===== config.mk =====
export PLATFORM = sky130hd
export DESIGN_NAME = io_bus_bridge
export DESIGN_NICKNAME = d
export VERILOG_FILES = /design/src/rtl/io_bus_bridge_pkg.sv /design/src/rtl/io_bus_bridge_timer.sv /design/src/rtl/io_bus_bridge.sv
export SDC_FILE = /design/constraint.sdc
export NUM_CORES = 1
export LEC_CHECK = 0
export CAP_MARGIN = 20
export CORE_MARGIN = 4
export CORE_UTILIZATION = 40
export CTS_CLUSTER_DIAMETER = 80
export DETAILED_ROUTE_END_ITERATION = 10
export PLACE_DENSITY = 0.87
export SLEW_MARGIN = 0
export SYNTH_ARGS = -nofsm -noshare
export SYNTH_HDL_FRONTEND = slang
export SYNTH_HIERARCHICAL = 1
export SYNTH_SLANG_ARGS = --single-unit

===== constraint.sdc =====
create_clock -name clk -period 3.39 [get_ports clk]
set_clock_uncertainty 0.15 [all_clocks]
set_input_delay 0.8475 -clock clk [delete_from_list [all_inputs] [get_ports clk]]
set_output_delay 0.8475 -clock clk [all_outputs]
set_load 0.01 [all_outputs]

===== src/rtl/io_bus_bridge_pkg.sv =====
// Shared definitions for the MEM-stage IO bus and its downstream bridge.
package mem_definitions;

  typedef enum logic [1:0] {
    IDLE,
    ACCESS,
    ACK
  } bridge_state_t;

  // Upper 24 address bits that select the IO window; the MEM stage qualifies these.
  localparam logic [23:0] IO_MEM_SPACE = 24'h000000;

  // Read data returned when a peripheral never answers.
  localparam logic [31:0] IO_ERR_DATA = 32'hDEADBEEF;

endpackage


===== src/rtl/io_bus_bridge_timer.sv =====
// Saturating wait-state counter; flags expiry once TIMEOUT_CYCLES is reached.
module bus_timeout_timer #(
  parameter int TIMEOUT_CYCLES = 255
) (
  input  logic clk,
  input  logic rst_n,
  input  logic clear,
  input  logic enable,
  output logic expired
);

  localparam int CW = $clog2(TIMEOUT_CYCLES + 1);

  logic [CW-1:0] count;

  assign expired = (count == CW'(TIMEOUT_CYCLES));

  // Count enabled cycles, holding at the limit; clear has priority.
  always_ff @(posedge clk or negedge rst_n) begin
    if (!rst_n) begin
      count <= '0;
    end else if (clear) begin
      count <= '0;
    end else if (enable && !expired) begin
      count <= count + 1'b1;
    end
  end

endmodule


===== src/rtl/io_bus_bridge.sv =====
// IO bus bridge: decodes single MEM-stage requests onto NUM_SLOTS peripheral
// slots with a held-strobe handshake, wait states and a timeout.
module io_bus_bridge
  import mem_definitions::*;
#(
  parameter int          NUM_SLOTS      = 4,
  parameter int          TIMEOUT_CYCLES = 255,
  parameter logic [31:0] ERR_DATA       = IO_ERR_DATA
) (
  input  logic                          clk,
  input  logic                          rst_n,
  input  logic [31:0]                   b_addr_i,
  input  logic [31:0]                   b_data_i,
  input  logic                          b_read_i,
  input  logic                          b_write_i,
  output logic [31:0]                   b_data_o,
  output logic                          b_ack_o,
  output logic [NUM_SLOTS-1:0]          p_sel,
  output logic [7-$clog2(NUM_SLOTS):0]  p_addr,
  output logic [31:0]                   p_wdata,
  output logic                          p_read,
  output logic                          p_write,
  input  logic [NUM_SLOTS*32-1:0]       p_rdata,
  input  logic [NUM_SLOTS-1:0]          p_ready,
  input  logic                          err_clr,
  output logic                          bus_err
);

  localparam int SLOT_W = $clog2(NUM_SLOTS);
  localparam int OFF_W  = 8 - SLOT_W;

  bridge_state_t     state;
  bridge_state_t     state_next;
  logic [SLOT_W-1:0] slot_q;
  logic              write_q;
  logic              req;
  logic              both_req;
  logic              ready_sel;
  logic [31:0]       rdata_sel;
  logic              expired;
  logic              err_set;
  logic              unused_upper_addr;

  assign req       = b_read_i | b_write_i;
  assign both_req  = b_read_i & b_write_i;
  assign ready_sel = p_ready[slot_q];
  assign rdata_sel = p_rdata[{slot_q, 5'b00000} +: 32];
  assign err_set   = ((state == IDLE) && both_req) ||
                     ((state == ACCESS) && expired && !ready_sel);

  assign unused_upper_addr = ^b_addr_i[31:8];

  // Counting starts on entry to ACCESS so that expiry lands on the last allowed cycle.
  bus_timeout_timer #(
    .TIMEOUT_CYCLES(TIMEOUT_CYCLES)
  ) u_timer (
    .clk    (clk),
    .rst_n  (rst_n),
    .clear  (state == ACK),
    .enable (state_next == ACCESS),
    .expired(expired)
  );

  // State register.
  always_ff @(posedge clk or negedge rst_n) begin
    if (!rst_n) begin
      state <= IDLE;
    end else begin
      state <= state_next;
    end
  end

  // Next state plus strobes decoded from state so reset drops them immediately.
  always_comb begin
    state_next = state;
    p_sel      = '0;
    p_read     = 1'b0;
    p_write    = 1'b0;
    b_ack_o    = 1'b0;
    case (state)
      IDLE: begin
        if (req) begin
          state_next = ACCESS;
        end
      end
      ACCESS: begin
        p_sel   = NUM_SLOTS'(1) << slot_q;
        p_read  = !write_q;
        p_write = write_q;
        if (ready_sel || expired) begin
          state_next = ACK;
        end
      end
      ACK: begin
        b_ack_o    = 1'b1;
        state_next = IDLE;
      end
      default: state_next = IDLE;
    endcase
  end

  // Capture the request in IDLE and return data when the access completes.
  always_ff @(posedge clk or negedge rst_n) begin
    if (!rst_n) begin
      slot_q   <= '0;
      write_q  <= 1'b0;
      p_addr   <= '0;
      p_wdata  <= '0;
      b_data_o <= '0;
    end else if (state == IDLE) begin
      if (req) begin
        slot_q  <= b_addr_i[7:OFF_W];
        p_addr  <= b_addr_i[OFF_W-1:0];
        p_wdata <= b_data_i;
        write_q <= b_write_i;
      end
    end else if (state == ACCESS) begin
      if (ready_sel) begin
        b_data_o <= write_q ? 32'h0 : rdata_sel;
      end else if (expired) begin
        b_data_o <= write_q ? 32'h0 : ERR_DATA;
      end
    end
  end

  // Sticky error flag; a new error wins over a simultaneous clear.
  always_ff @(posedge clk or negedge rst_n) begin
    if (!rst_n) begin
      bus_err <= 1'b0;
    end else if (err_set) begin
      bus_err <= 1'b1;
    end else if (err_clr) begin
      bus_err <= 1'b0;
    end
  end

endmodule


== Yosys cells after proc, flatten, opt, wreduce, memory -nomap -nowiden ==
Index checks and enable logic that the tools add are counted.
Word-level totals
  bits in registers: 84
  bits of input ports: 201
  output and inout port bits: 78
Cells by class
  $add $sub $neg: 1
  order comparisons: 1
  equal/unequal tests: 4
  shift-type cells: 2
  multiplexer cells: 17
  bitwise gates (word level): 3
  reduce and logical (&&, ||, !) cells: 15
Operators with widths (count)
  $mux 32: 4
  $shiftx 128x8->32: 1
  $mux 8: 2
  $add 8x1->8 const B: 1
  $eq 8x8->1 const B: 1
  $mux 1: 6
  $reduce_bool 2->1: 3
  $eq 2x1->1 const B: 2
  $logic_and 1x1->1: 4
  $mux 2: 2
  $mux 4: 1
  $pmux 2 s2: 1
  $shl 1x2->4 const A: 1
  $logic_not 1->1: 3
  $lt 2x3->1 const B: 1
  $reduce_and 3->1: 1
  $bmux 1 s2: 1
  $eq 2x2->1 const B: 1
  $logic_not 2->1: 1
  $logic_or 1x1->1: 2
  $reduce_and 2->1: 1
  $and 1x1->1: 1
  $not 1->1: 1
  $or 1x1->1: 1

== Logic depth before layout (Yosys ltp) ==
Gate-level depths: netlist of the first run.
  depth in word-level cells: 9
  depth in mapped cells: 8
  mapped depth without buffers: 8

== Hierarchy ==
Netlist of the first run, hierarchy kept.
By module, submodules not included
  io_bus_bridge: instances 1, cells an instance 277, area each 3957.5 um^2
  bus_timeout_timer: instances 1, cells an instance 47, area each 469.2 um^2

== Worst setup path before layout of the first run ==
OpenSTA, ideal clock, no wires.
  path kind: input port to flip-flop
  from: input port p_ready[3]
  to: register u_timer.count[7]
  setup time: 0.125 ns
  arrival: 2.421 ns
  required time: 3.115 ns
  path slack: 0.694 ns
  stages: 7
  path buffers: 1
  cell sequence: mux4_2 buf_2 nor3_1 or2_2 nand4_1 nor3_1 mux2_2
On the way
  longest elaborated chain between the ends: 8
Ends and longest elaborated chain
  start, declared: RTL line io_bus_bridge.sv:24  | input logic [NUM_SLOTS-1:0] p_ready,
  $bmux 1 s2: RTL line io_bus_bridge.sv:46  | assign ready_sel = p_ready[slot_q];
  $mux 1 (implied by the code): RTL line io_bus_bridge.sv:46
  $logic_or 1x1->1: RTL line io_bus_bridge.sv:90  | if (ready_sel || expired) begin
  $mux 2: RTL line io_bus_bridge.sv:90
  $pmux 2 s2: RTL line io_bus_bridge.sv:80  | case (state)
  $eq 2x1->1: RTL line io_bus_bridge.sv:60  | .enable (state_next == ACCESS),
  $logic_and 1x1->1: RTL line io_bus_bridge_timer.sv:24  | end else if (enable && !expired) begin
  $reduce_bool 2->1 (no source line)
  end signal, assigned: RTL line io_bus_bridge_timer.sv:25  | count <= count + 1'b1;
  end, declared: RTL line io_bus_bridge_timer.sv:14  | logic [CW-1:0] count;
Every way passes these cells. The select of a mux whose other input is x is not followed.
A chain may end at the register's enable or synchronous reset.

== Worst setup path after layout of the first run ==
  from: register state[1]
  to: output port p_sel[3]
On the way
  longest elaborated chain between the ends: 2
Ends and longest elaborated chain
  start, declared: RTL line io_bus_bridge.sv:32  | bridge_state_t state;
  start signal, assigned: RTL line io_bus_bridge.sv:69  | state <= state_next;
  $eq 2x1->1: RTL line io_bus_bridge.sv:80
  $mux 4: RTL line io_bus_bridge.sv:80
  end, declared: RTL line io_bus_bridge.sv:18  | output logic [NUM_SLOTS-1:0] p_sel,
Every way passes these cells.

==> summary.md, run 1 <==
| Metric | Value |
|---|---|
| Count of antenna-violating nets left after detailed routing | `0` |
| Internal portion of total power | `3.772 mW` |
| Area overhead of the layout relative to synthesis | `65.52%` |
| Resize count post-CTS | `0` |
| Antenna violations before repair | `0` |
| Number of post-CTS setup repair buffers | `0` |
| Area inside the core boundary | `10,840 um2` |
| Post-Syn Area per Cell | `13.66 um2` |
| Horizontal die dimension | `113.2 um` |
| Post-Syn Instances | `324` |
| Post-CTS Hold Buffers | `0` |
| Die footprint | `12,810 um2` |
| Worst-case vdd ir drop | `0.4737 mV` |
| Proportion of netlist area held by the largest area contributor | `0.4748` |
| Top cell types by occurrence after synthesis | `sky130_fd_sc_hd__dfrtp_1, sky130_fd_sc_hd__mux2_2, sky130_fd_sc_hd__mux4_2` |
| Final estimated routing congestion in global placement | `0.9156` |
| First-pass GRT wire length | `22.11 mm` |
| Max-slew headroom | `0.5877` |
| Clock input transition at the sequential cells of the worst setup and hold paths | `0.09 ns` |
| Cts bufs inserted | `9` |
| Total power draw | `5.789 mW` |
| Number of detailed-routing iterations run before antenna repair | `4` |
| Final critical path time including I/O delays and setup | `2.978 ns` |
| Clock root buffer | `sky130_fd_sc_hd__clkbuf_8` |
| Synthesized cell area | `4427 um2` |
| Maximum capacitance violations | `0` |
| Setup violation total in the final timing report | `0` |
| Upper clock frequency limit | `335.8 MHz` |
| Longest Clk Path Bufs | `2` |
| Sum of overflow across all layers after global routing | `0` |
| Cell types occupying the most area after synthesis | `sky130_fd_sc_hd__dfrtp_1, sky130_fd_sc_hd__mux4_2, sky130_fd_sc_hd__mux2_2` |
| Fillers | `812` |
| Met3 layer usage reported by global route | `0.05882` |
| Routing usage on met1 | `0.2544` |
| I/O pin total | `279` |
| Std-Cell Rows | `38` |
| Delay of the slowest cell on the worst path | `0.59 ns` |
| Fraction of registers with async set or reset after synthesis | `1.000` |
| Period Utilization, post-route | `0.8785` |
| Detailed Route WL | `14.05 mm` |
| Count of flip-flops with a built-in enable after synthesis | `0` |
| Layer with the highest usage | `met2` |
| Effective utilization at floorplan | `0.4084` |
| Area of combinational cells with multiple inputs | `2096 um2` |
| Number of distinct library cells after synthesis | `42` |
| Cell breakdown of the critical path | `nor2b_1, and3_1, clkdlybuf4s50_1` |
| Register area share after synthesis | `0.4748` |
| Startpoint types | `flop` |
| Aggregate global-route resource usage | `0.2196` |
| Clock insertion delay at the later pin of the skew report | `0.35 ns` |
| Crit Path Category | `reg2out` |
| Worst path arrival time | `1.98 ns` |
| Flop and latch count out of synthesis | `84` |
| Part of the total power dissipated in the clock network | `0.153` |
| Part of the total power dissipated in sequential elements | `0.306` |
| Antenna diode instance count | `0` |
| Leakage power total | `2.985 nW` |
| Post-synth net total | `526` |
| Min-Delay Path Class | `in2async` |
| Final Hold Vio Count | `0` |
| Worst-path cell with the longest stage delay | `sky130_fd_sc_hd__clkdlybuf4s50_1` |
| Detailed Place HPWL | `11.37 mm` |
| Switching share of power | `0.3484` |
| Logic gate share of total power | `0.541` |
| Yosys warning total | `6` |
| Largest net degree at the start of global routing | `45` |
| Max-slew violations | `0` |
| Library cell with the largest summed area after synthesis | `sky130_fd_sc_hd__dfrtp_1` |
| Register area | `2103 um2` |
| RSZ-0062 raised after global routing | `no` |
| Routed wire per std cell | `19.57 um` |
| Actual slew at the worst max-slew pin | `0.6175 ns` |
| Die height | `113.2 um` |
| Total negative slack for setup checks | `0 ns` |
| Largest driver fanout on the critical path | `5` |
| Power Dens Cells | `790.1 nW/um2` |
| Fraction of layout cells with a size suffix above 1 | `0.2266` |
| Cell with the most instances after synthesis | `sky130_fd_sc_hd__dfrtp_1` |
| CTS tree | `built` |
| CTS sink cnt | `84` |
| Net switching power | `2.017 mW` |
| Most used flip-flop cell after synthesis | `sky130_fd_sc_hd__dfrtp_1` |
| Result of the run | `completed` |
| Number of buffers added on ports | `254` |
| GR Util met2 | `0.3902` |
| Via Count | `3,887` |
| Remaining design rule violation count | `0` |
| CTS HTree Levels | `3` |
| Vias in the first global route | `4,266` |
| Nets@finish | `775` |
| Required time of the critical path | `2.39 ns` |
| Kind of end point of the critical path | `primary output` |
| Initial drt markers | `207` |
| Number of vias per cell | `5.414` |
placed cells by master (no fill, tap or decap), drive strengths merged, types with 3 or more instances in the layout:
cell type      instances
clkdlybuf4s50        253
dfrtp                 84
mux2                  42
mux4                  33
inv                   31
nand3                 27
o211ai                24
a22o                   9
clkbuf                 9
buf                    9
nand2                  6
nor3                   4
nor2b                  4
a211oi                 4
nor2                   3
nand2b                 3
bufinv                 3
a21oi                  3
nor3b                  3
and2                   3
power groups by stage:
stage	Sequential (mW)	Combinational (mW)	Clock (mW)
final	1.77	3.13	0.886
after global routing	1.84	3.34	0.950
after CTS	1.78	3.18	0.915
after detailed placement	1.79	3.17	0
after global placement	1.75	3.08	0
after floorplan	1.86	1.71	0
worst paths after layout:
check | cells after the start | endpoint | slack [ns] | from
min in group clk | 1 | p_wdata[13]$_DFFE_PN0P_ | 0.36 | p_wdata[13]$_DFFE_PN0P_
max in group asynchronous | 2 | b_data_o[6]$_DFFE_PN0P_ | 2.05 | rst_n
worst min-delay path | 1 | b_data_o[20]$_DFFE_PN0P_ | 0.32 | rst_n
worst min register to register | 1 | p_wdata[13]$_DFFE_PN0P_ | 0.36 | p_wdata[13]$_DFFE_PN0P_
worst max register to register | 5 | b_data_o[2]$_DFFE_PN0P_ | 0.79 | slot_q[0]$_DFFE_PN0P_
worst max-delay path | 3 | p_sel[3] | 0.41 | state[1]$_DFF_PN0_
registers in the layout, summed over array words and instances (netlist names):
register and count:
write_q 1, p_wdata 32, bus_err 1, b_data_o 32, slot_q 2, u_timer/count 8
state 2, p_addr 6
kinds of logic (layout without fill, tap and decap cells):
group                    after synthesis  in the layout  synth area share
AO/OA/AOI/OAI                         48             48            0.1063
adder cells (fa/ha/maj)                1              1          0.002826
buffers and inverters                 51            305           0.05342
flip-flops                            84             84            0.4748
multiplexers                          76             76            0.2778
AND/OR/NAND/NOR                       64             64           0.08479
routing by layer:
metal | share of wire | up-vias
li1 | - | 1716
met1 | 0.35 | 1933
met2 | 0.54 | 198
met3 | 0.077 | 40
met4 | 0.034 | 0
met5 | 0 | -
critical path: cells and delay by family, from the launching register on:
kind / cells / cell delay [ns]
buffers and inverters: 1 / 0.59
flip-flops: 1 / 0.45
AND/OR/NAND/NOR: 2 / 0.60
final cells by class:
cell class,count,share of cell area
clock inverter,7,0.01742
multi-input combinational,189,0.2860
tap,140,0.02391
sequential,84,0.2871
timing repair buffer,262,0.3548
inverter,27,0.01383
clock buffer,9,0.01691
per-stage QoR:
| stage | setup WS, ns | std cells | area (um2) | utilization | hold slack, ns |
|---|---|---|---|---|---|
| 2_1_floorplan | 0.6940 | 324 | 4427 | - | 0.3439 |
| 3_3_place_gp | 0.3529 | 702 | 7076 | 0.6527 | 0.3269 |
| 3_5_place_dp | 0.2452 | 702 | 7076 | 0.6527 | 0.3450 |
| 4_1_cts | 0.3982 | 718 | 7327 | 0.6759 | 0.3412 |
| 5_1_grt | 0.2780 | 718 | 7327 | 0.6759 | 0.3494 |
| 6_report | 0.4118 | 718 | 7327 | 0.6759 | 0.3210 |
(Power assumes the default switching activity.)
==> run 2: changes to the inputs <==
Settings changed: ABC_AREA set to 1, PLACE_DENSITY 0.87 to 0.86.
==> summary.md, run 2 <==
| Metric | Value |
|---|---|
| Aggregate global-route resource usage | `0.2288 (+0.009240)` |
| Fraction of layout cells with a size suffix above 1 | `0.04995 (-0.1767)` |
| Instance area at placement | `7237 um2 (+2.3%)` |
| Slack of the worst reg-to-reg path | `0.95 ns (+0.16 ns)` |
| Antenna diode instance count | `0 (unchanged)` |
| Worst hold path startpoint | `b_data_o[22]$_DFFE_PN0P_` |
| Max-slew headroom | `0.5634 (-0.02434)` |
| I/O pin total | `279 (unchanged)` |
| Crit Path Category | `reg2out` |
| Initial drt markers | `258 (+25%)` |
| Fraction of registers with async set or reset after synthesis | `1.000 (unchanged)` |
| Cts bufs inserted | `9 (unchanged)` |
| CTS HTree Levels | `3 (unchanged)` |
| Max-slew violations | `0 (unchanged)` |
| Reg-to-reg endpoint | `b_data_o[14]$_DFFE_PN0P_` |
| Total negative slack for setup checks | `0 ns (unchanged)` |
| Cell with the most instances after synthesis | `sky130_fd_sc_hd__nand2_1` |
| Min-Delay Path Class | `reg2reg` |
| Registers with the highest flip-flop counts | `b_data_o (32), p_wdata (32), u_timer/count (8)` |
| Via Count | `5,005 (+29%)` |
| Cell breakdown of the critical path | `nor2_2, inv_1, nor2_2, clkdlybuf4s50_1` |
| Synthesized cell area | `4572 um2 (+3.3%)` |
| Upper clock frequency limit | `351.9 MHz (+4.8%)` |
| Commonest cells after routing, fill and taps aside | `sky130_fd_sc_hd__nand2_1, sky130_fd_sc_hd__clkdlybuf4s50_1, sky130_fd_sc_hd__dfrtp_1` |
| Share of synthesized area spent on multiplexers | `0 (-0.2778)` |
| Critical path's most frequent cell | `sky130_fd_sc_hd__nor2_2` |
| Top cell types by occurrence after synthesis | `sky130_fd_sc_hd__nand2_1, sky130_fd_sc_hd__dfrtp_1, sky130_fd_sc_hd__nor2_1` |
| Critical register-to-register path startpoint | `u_timer/count[0]$_DFFE_PN0P_` |
| Most used flip-flop cell after synthesis | `sky130_fd_sc_hd__dfrtp_1` |
| Worst path arrival time | `1.84 ns (-0.14 ns)` |
| Maximum capacitance violations | `0 (unchanged)` |
| Largest net degree at the start of global routing | `47 (+4.4%)` |
| Post-synth net total | `892 (+70%)` |
| Worst-case vdd ir drop | `0.5627 mV (+19%)` |
| Period Utilization, post-route | `0.8383 (-0.04023)` |
| Setup violation total in the final timing report | `0 (unchanged)` |
| Std-Cell Rows | `38 (unchanged)` |
| Proportion of netlist area held by the largest area contributor | `0.4598 (-0.01507)` |
| Post-route cell area | `7542 um2 (+2.9%)` |
| Dominant combinational cell family by area after synthesis | `simple AND/OR/NAND/NOR gates` |
| Count of antenna-violating nets left after detailed routing | `0 (unchanged)` |
| Kind of end point of the critical path | `primary output` |
| Number of vias per cell | `4.630 (-14%)` |
| Final estimated routing congestion in global placement | `0.8558 (-6.5%)` |
| Number of distinct library cells after synthesis | `25 (-40%)` |
| Number of post-CTS setup repair buffers | `0 (unchanged)` |
| Adder and majority cell fraction of the synthesized area | `0.002737 (-0.00008973)` |
| Cell types occupying the most area after synthesis | `sky130_fd_sc_hd__dfrtp_1, sky130_fd_sc_hd__nand2_1, sky130_fd_sc_hd__nor2_1` |
| Library cell with the largest summed area after synthesis | `sky130_fd_sc_hd__dfrtp_1` |
| Leakage power total | `3.790 nW (+27%)` |
| Final critical path time including I/O delays and setup | `2.842 ns (-0.1364 ns)` |
| Register area | `2102 um2 (about the same)` |
| Required time of the critical path | `2.39 ns (about the same)` |
| CTS tree | `built` |
| Remaining design rule violation count | `0 (unchanged)` |
| Vias in the first global route | `4,825 (+13%)` |
| Share of the synthesized netlist area taken by xor and xnor gates | `0.001916 (+0.001916)` |
| Horizontal die dimension | `114.9 um (+1.5%)` |
| Actual slew at the worst max-slew pin | `0.6526 ns (+0.03509 ns)` |
| First-pass GRT wire length | `23.81 mm (+7.6%)` |
| Final Hold Vio Count | `0 (unchanged)` |
| Flop and latch count out of synthesis | `84 (unchanged)` |
| Detailed Route WL | `15.57 mm (+11%)` |
| Path depth of the worst reg2reg path | `11 (+6)` |
| Detailed Place HPWL | `11.95 mm (+5.2%)` |
| Resize count post-CTS | `0 (unchanged)` |
| Worst-path cell with the longest stage delay | `sky130_fd_sc_hd__clkdlybuf4s50_1` |
| Clock insertion delay at the later pin of the skew report | `0.33 ns (-0.02 ns)` |
| Count of buffer and inverter cells on the critical path | `2 (+1)` |
| Area of combinational cells with multiple inputs | `2225 um2 (+6.1%)` |
| Effective utilization at floorplan | `0.4145 (+0.006117)` |
| Result of the run | `completed` |
| Synth Area in Compound Gates | `0.01505 (-0.09122)` |
| Top cell family by delay on the critical path | `buffers and inverters` |
| Register area share after synthesis | `0.4598 (-0.01507)` |
| Area overhead of the layout relative to synthesis | `64.97%` |
| RSZ-0062 raised after global routing | `no` |
| Routed wire per std cell | `14.40 um (-26%)` |
| Simple-gate portion of the synthesized area | `0.4655 (+0.3807)` |
| Die height | `114.9 um (+1.5%)` |
| Number of detailed-routing iterations run before antenna repair | `4 (unchanged)` |
| Clock root buffer | `sky130_fd_sc_hd__clkbuf_16` |
| Nets@finish | `1,138 (+47%)` |
| Number of buffers added on ports | `254 (unchanged)` |
| Fillers | `939 (+16%)` |
| Antenna violations before repair | `0 (unchanged)` |
| Post-Syn Area per Cell | `6.626 um2 (-52%)` |
| CTS sink cnt | `84 (unchanged)` |
| Area inside the core boundary | `11,030 um2 (+1.8%)` |
| Post-Syn Instances | `690 (+110%)` |
| Delay of the slowest cell on the worst path | `0.60 ns (about the same)` |
| Post-CTS Hold Buffers | `0 (unchanged)` |
| Startpoint types | `flop` |
| Leading cell type in the layout, fill and taps excluded | `sky130_fd_sc_hd__nand2_1` |
| Endpoint with the worst hold slack | `b_data_o[22]$_DFFE_PN0P_` |
| Yosys warning total | `6 (unchanged)` |
| Number of cells on the worst hold path | `2` |
| Clock input transition at the sequential cells of the worst setup and hold paths | `0.06 ns (-0.03 ns)` |
| Sum of overflow across all layers after global routing | `0 (unchanged)` |
| Count of flip-flops with a built-in enable after synthesis | `0 (unchanged)` |
| Longest Clk Path Bufs | `2 (unchanged)` |
| Die footprint | `13,200 um2 (+3.0%)` |
| Power Dens Cells | `828.7 nW/um2 (+4.9%)` |
| Largest driver fanout on the critical path | `8 (+3)` |
run 2: where the power goes:
part	total, mW	leakage [nW]	internal, mW	switching [mW]
clock network	0.999	0.143	0.580	0.419
registers	1.74	1.06	1.46	0.276
logic	3.52	2.59	1.56	1.96
run 2: cell families (layout without fill, tap and decap cells):
| family | Yosys count | after routing |
|---|---|---|
| AOI/OAI and AO/OA | 13 | 13 |
| xor gates and xnor gates | 1 | 1 |
| adders and majority gates | 1 | 1 |
| buffers and inverters | 52 | 303 |
| DFF | 84 | 84 |
| and+or+nand+nor | 539 | 539 |
run 2: cell type report:
cell class | count | share of cell area
Clock buffer | 9 | 0.02986
Clock inverter | 7 | 0.01062
Inverter | 22 | 0.01161
Multi-Input combinational cell | 554 | 0.2950
Sequential cell | 84 | 0.2787
Tap cell | 140 | 0.02322
Timing Repair Buffer | 265 | 0.3510
run 2: worst max path at each step:
stage                        from                      endpoint  slack (ns)  depth (start not counted)
2_1_floorplan          p_ready[2]  u_timer/count[0]$_DFFE_PN0P_        1.05                          9
3_3_place_gp           p_ready[2]      b_data_o[14]$_DFFE_PN0P_        0.38                          9
3_5_place_dp           p_ready[3]      b_data_o[14]$_DFFE_PN0P_        0.38                          9
4_1_cts        state[1]$_DFF_PN0_                        p_read        0.51                          4
5_1_grt        state[1]$_DFF_PN0_                      p_sel[0]        0.39                          4
6_report       state[1]$_DFF_PN0_                        p_read        0.55                          4
run 2: through the flow:
| step | cells | total power, mW | utilization | hold WS [ns] | setup slack [ns] |
|---|---|---|---|---|---|
| 2_1_floorplan | 690 | 3.661 | - | 0.3070 | 1.049 |
| 3_3_place_gp | 1065 | 5.255 | 0.6561 | 0.3105 | 0.3805 |
| 3_5_place_dp | 1065 | 5.311 | 0.6561 | 0.3138 | 0.3761 |
| 4_1_cts | 1081 | 6.332 | 0.6838 | 0.3315 | 0.5102 |
| 5_1_grt | 1081 | 6.785 | 0.6838 | 0.3493 | 0.3908 |
| 6_report | 1081 | 6.250 | 0.6838 | 0.3288 | 0.5481 |
run 2: worst register-to-register path: stages (launching register included):
cell and delay, ns:
sky130_fd_sc_hd__dfrtp_1 0.40, sky130_fd_sc_hd__ha_1 0.22, sky130_fd_sc_hd__nand2_2 0.11, sky130_fd_sc_hd__nor2_4 0.06
sky130_fd_sc_hd__nand2_4 0.08, sky130_fd_sc_hd__inv_1 0.05, sky130_fd_sc_hd__inv_1 0.06, sky130_fd_sc_hd__nand3_2 0.22
sky130_fd_sc_hd__nand2_2 0.58, sky130_fd_sc_hd__inv_2 0.22, sky130_fd_sc_hd__nand2_1 0.11, sky130_fd_sc_hd__nand2_1 0.06
run 2: metal layers:
layer  vias to the layer above  share of wire  global-route usage
met5                         -              0                   0
met4                         0          0.011             0.04617
met3                        12           0.11             0.09579
met2                       212           0.48              0.3962
met1                      2200           0.40              0.2670
li1                       2581              -                   -
==> run 3: changes to the inputs <==
Settings changed: CORE_UTILIZATION 40 to 34, PLACE_DENSITY 0.86 to 0.77.
Clock period 3.39 ns to 2.5 ns, I/O delays scaled along.
==> summary.md, run 3 (same netlist as run 2, synthesis figures left out) <==
| Metric | Value |
|---|---|
| Detailed Route WL | `15.64 mm (+0.48%)` |
| Largest driver fanout on the critical path | `3 (-5)` |
| Nets@finish | `1,142 (+0.35%)` |
| Area overhead of the layout relative to synthesis | `66.75%` |
| WL met1 | `6.269 mm (+1.3%)` |
| Maximum capacitance violations | `0 (unchanged)` |
| Detailed Place HPWL | `11.84 mm (-0.98%)` |
| Std-Cell Rows | `42 (+11%)` |
| CTS tree | `built` |
| Final Hold Vio Count | `0 (unchanged)` |
| Die footprint | `15,370 um2 (+16%)` |
| Clock input transition at the sequential cells of the worst setup and hold paths | `0.07 ns (about the same)` |
| CTS HTree Levels | `3 (unchanged)` |
| Post-Place Cells | `1,105 (+3.8%)` |
| Number of buffers added on ports | `254 (unchanged)` |
| Worst-case vdd ir drop | `0.6445 mV (+15%)` |
| Registers with the highest flip-flop counts | `b_data_o (32), p_wdata (32), u_timer/count (8)` |
| Required time of the critical path | `1.73 ns (-0.66 ns)` |
| Routed length on met3 | `1.958 mm (+9.7%)` |
| Leading cell type in the layout, fill and taps excluded | `sky130_fd_sc_hd__nand2_1` |
| Uppermost layer routed | `met4` |
| Delay of the slowest cell on the worst path | `0.58 ns (-0.02 ns)` |
| Cts bufs inserted | `9 (unchanged)` |
| Hold Worst Slack | `0.09910 ns (-0.2297 ns)` |
| Final critical path time including I/O delays and setup | `2.318 ns` |
| Final estimated routing congestion in global placement | `0.8724 (+1.9%)` |
| Clock root buffer | `sky130_fd_sc_hd__clkbuf_16` |
| Crit Path Category | `reg2out` |
| Max-slew violations | `0 (unchanged)` |
| Period Utilization, post-route | `0.9273` |
| Setup violation total in the final timing report | `0 (unchanged)` |
| Final design utilization | `0.5780 (-0.1058)` |
| Post-route cell area | `7624 um2 (+1.1%)` |
| Count of antenna-violating nets left after detailed routing | `0 (unchanged)` |
| Commonest cells after routing, fill and taps aside | `sky130_fd_sc_hd__nand2_1, sky130_fd_sc_hd__clkdlybuf4s50_1, sky130_fd_sc_hd__dfrtp_1` |
| Upper clock frequency limit | `431.4 MHz` |
| Final Worst Setup Slack | `0.1817 ns (-0.3664 ns)` |
| Initial drt markers | `202 (-22%)` |
| Count of buffer and inverter cells on the critical path | `1 (-1)` |
| Effective utilization at floorplan | `0.3466 (-0.06786)` |
| Kind of end point of the critical path | `primary output` |
| Via Count | `5,022 (+0.34%)` |
| Startpoint types | `flop` |
| Power Dens Cells | `1114 nW/um2 (+34%)` |
| Switching share of power | `0.4300 (+0.005280)` |
| Worst path arrival time | `1.54 ns (-0.30 ns)` |
| Internal portion of total power | `4.842 mW (+35%)` |
| Area inside the core boundary | `13,190 um2 (+20%)` |
| Part of the total power dissipated in sequential elements | `0.277 (about the same)` |
| Routed wire per std cell | `13.95 um (-3.1%)` |
| Actual slew at the worst max-slew pin | `0.5070 ns (-0.1456 ns)` |
| Longest Clk Path Bufs | `2 (unchanged)` |
| Fin cells | `1,121 (+3.7%)` |
| I/O pin total | `279 (unchanged)` |
| Antenna diode instance count | `0 (unchanged)` |
| Post-placement worst setup slack | `0.04916 ns (-0.3270 ns)` |
| Fraction of layout cells with a size suffix above 1 | `0.05503 (+0.005080)` |
| Leakage power total | `3.845 nW (+1.4%)` |
| Instance area at placement | `7325 um2 (+1.2%)` |
| First-pass GRT wire length | `23.86 mm (+0.23%)` |
| CTS sink cnt | `84 (unchanged)` |
| Number of detailed-routing iterations run before antenna repair | `4 (unchanged)` |
| Top cell family by delay on the critical path | `buffers and inverters` |
| Horizontal die dimension | `124.0 um (+7.9%)` |
| Antenna violations before repair | `0 (unchanged)` |
| Sum of overflow across all layers after global routing | `0 (unchanged)` |
| Number of vias per cell | `4.480 (-3.2%)` |
| Largest net degree at the start of global routing | `49 (+4.3%)` |
| Clock insertion delay at the later pin of the skew report | `0.34 ns (about the same)` |
| Min-Delay Path Class | `in2async` |
| Post-CTS Hold Buffers | `0 (unchanged)` |
| Die height | `124.0 um (+7.9%)` |
| Cell breakdown of the critical path | `nor2_1, clkdlybuf4s50_1` |
| Total power draw | `8.495 mW (+36%)` |
| Worst-path cell with the longest stage delay | `sky130_fd_sc_hd__clkdlybuf4s50_1` |
| Aggregate global-route resource usage | `0.1991 (-0.02967)` |
| Remaining design rule violation count | `0 (unchanged)` |
| Routed wire length on met2 | `7.230 mm (-2.5%)` |
| Max-slew headroom | `0.6620 (+0.09863)` |
| Vias in the first global route | `4,868 (+0.89%)` |
| Logic gate share of total power | `0.568 (+0.005)` |
| Net switching power | `3.653 mW (+38%)` |
| RSZ-0062 raised after global routing | `no` |
| Total negative slack for setup checks | `0 ns (unchanged)` |
| Part of the total power dissipated in the clock network | `0.155 (-0.005)` |
| Result of the run | `completed` |
run 3: cell count changes in the layout (fill, tap and decap cells not counted), moves of 2 or more:
cell,delta
sky130_fd_sc_hd__inv_6,-2
sky130_fd_sc_hd__clkinvlp_4,-2
sky130_fd_sc_hd__inv_8,+3
sky130_fd_sc_hd__clkdlybuf4s50_1,-6
sky130_fd_sc_hd__dlygate4sd2_1,+6
sky130_fd_sc_hd__buf_4,+3
run 3: area by class of cell:
cell class	count	area, um2
fillers	1258	5567
repair buffers	269	2683
multi-input cells	554	2230
flip-flops and latches	84	2102
clock buffers	9	225.2
well taps	176	220.2
inverters	22	87.58
clock inverters	7	76.32
run 3: repair_timing:
action                                  4_1_cts  5_1_grt
resized for setup                             8        0
endpoints found under the setup margin        6        0
buffers inserted                              0        0
run 3: final timing paths:
path	startpoint	end	slack, ns	depth (start not counted)
worst min-delay path	rst_n	p_wdata[1]$_DFFE_PN0P_	0.1	1
worst max-delay path	state[0]$_DFF_PN0_	b_ack_o	0.18	2
worst min register to register	p_wdata[5]$_DFFE_PN0P_	p_wdata[5]$_DFFE_PN0P_	0.33	2
max in group asynchronous	rst_n	u_timer/count[2]$_DFFE_PN0P_	1.48	2
worst max register to register	u_timer/count[0]$_DFFE_PN0P_	u_timer/count[0]$_DFFE_PN0P_	0.37	12
min in group clk	p_wdata[5]$_DFFE_PN0P_	p_wdata[5]$_DFFE_PN0P_	0.33	2
run 3: power groups by stage:
stage	clock (mW)	combinational (mW)	sequential [mW]
2_1_floorplan	0	2.39	2.57
3_3_place_gp	0	4.89	2.35
3_5_place_dp	0	4.95	2.35
4_1_cts	1.36	4.95	2.35
5_1_grt	1.43	5.42	2.43
6_report	1.32	4.83	2.35
run 3: routing by layer:
metal	vias up	track usage
li1	2595	-
met1	2230	0.2254
met2	183	0.3467
met3	14	0.08674
met4	0	0.04654
met5	-	0
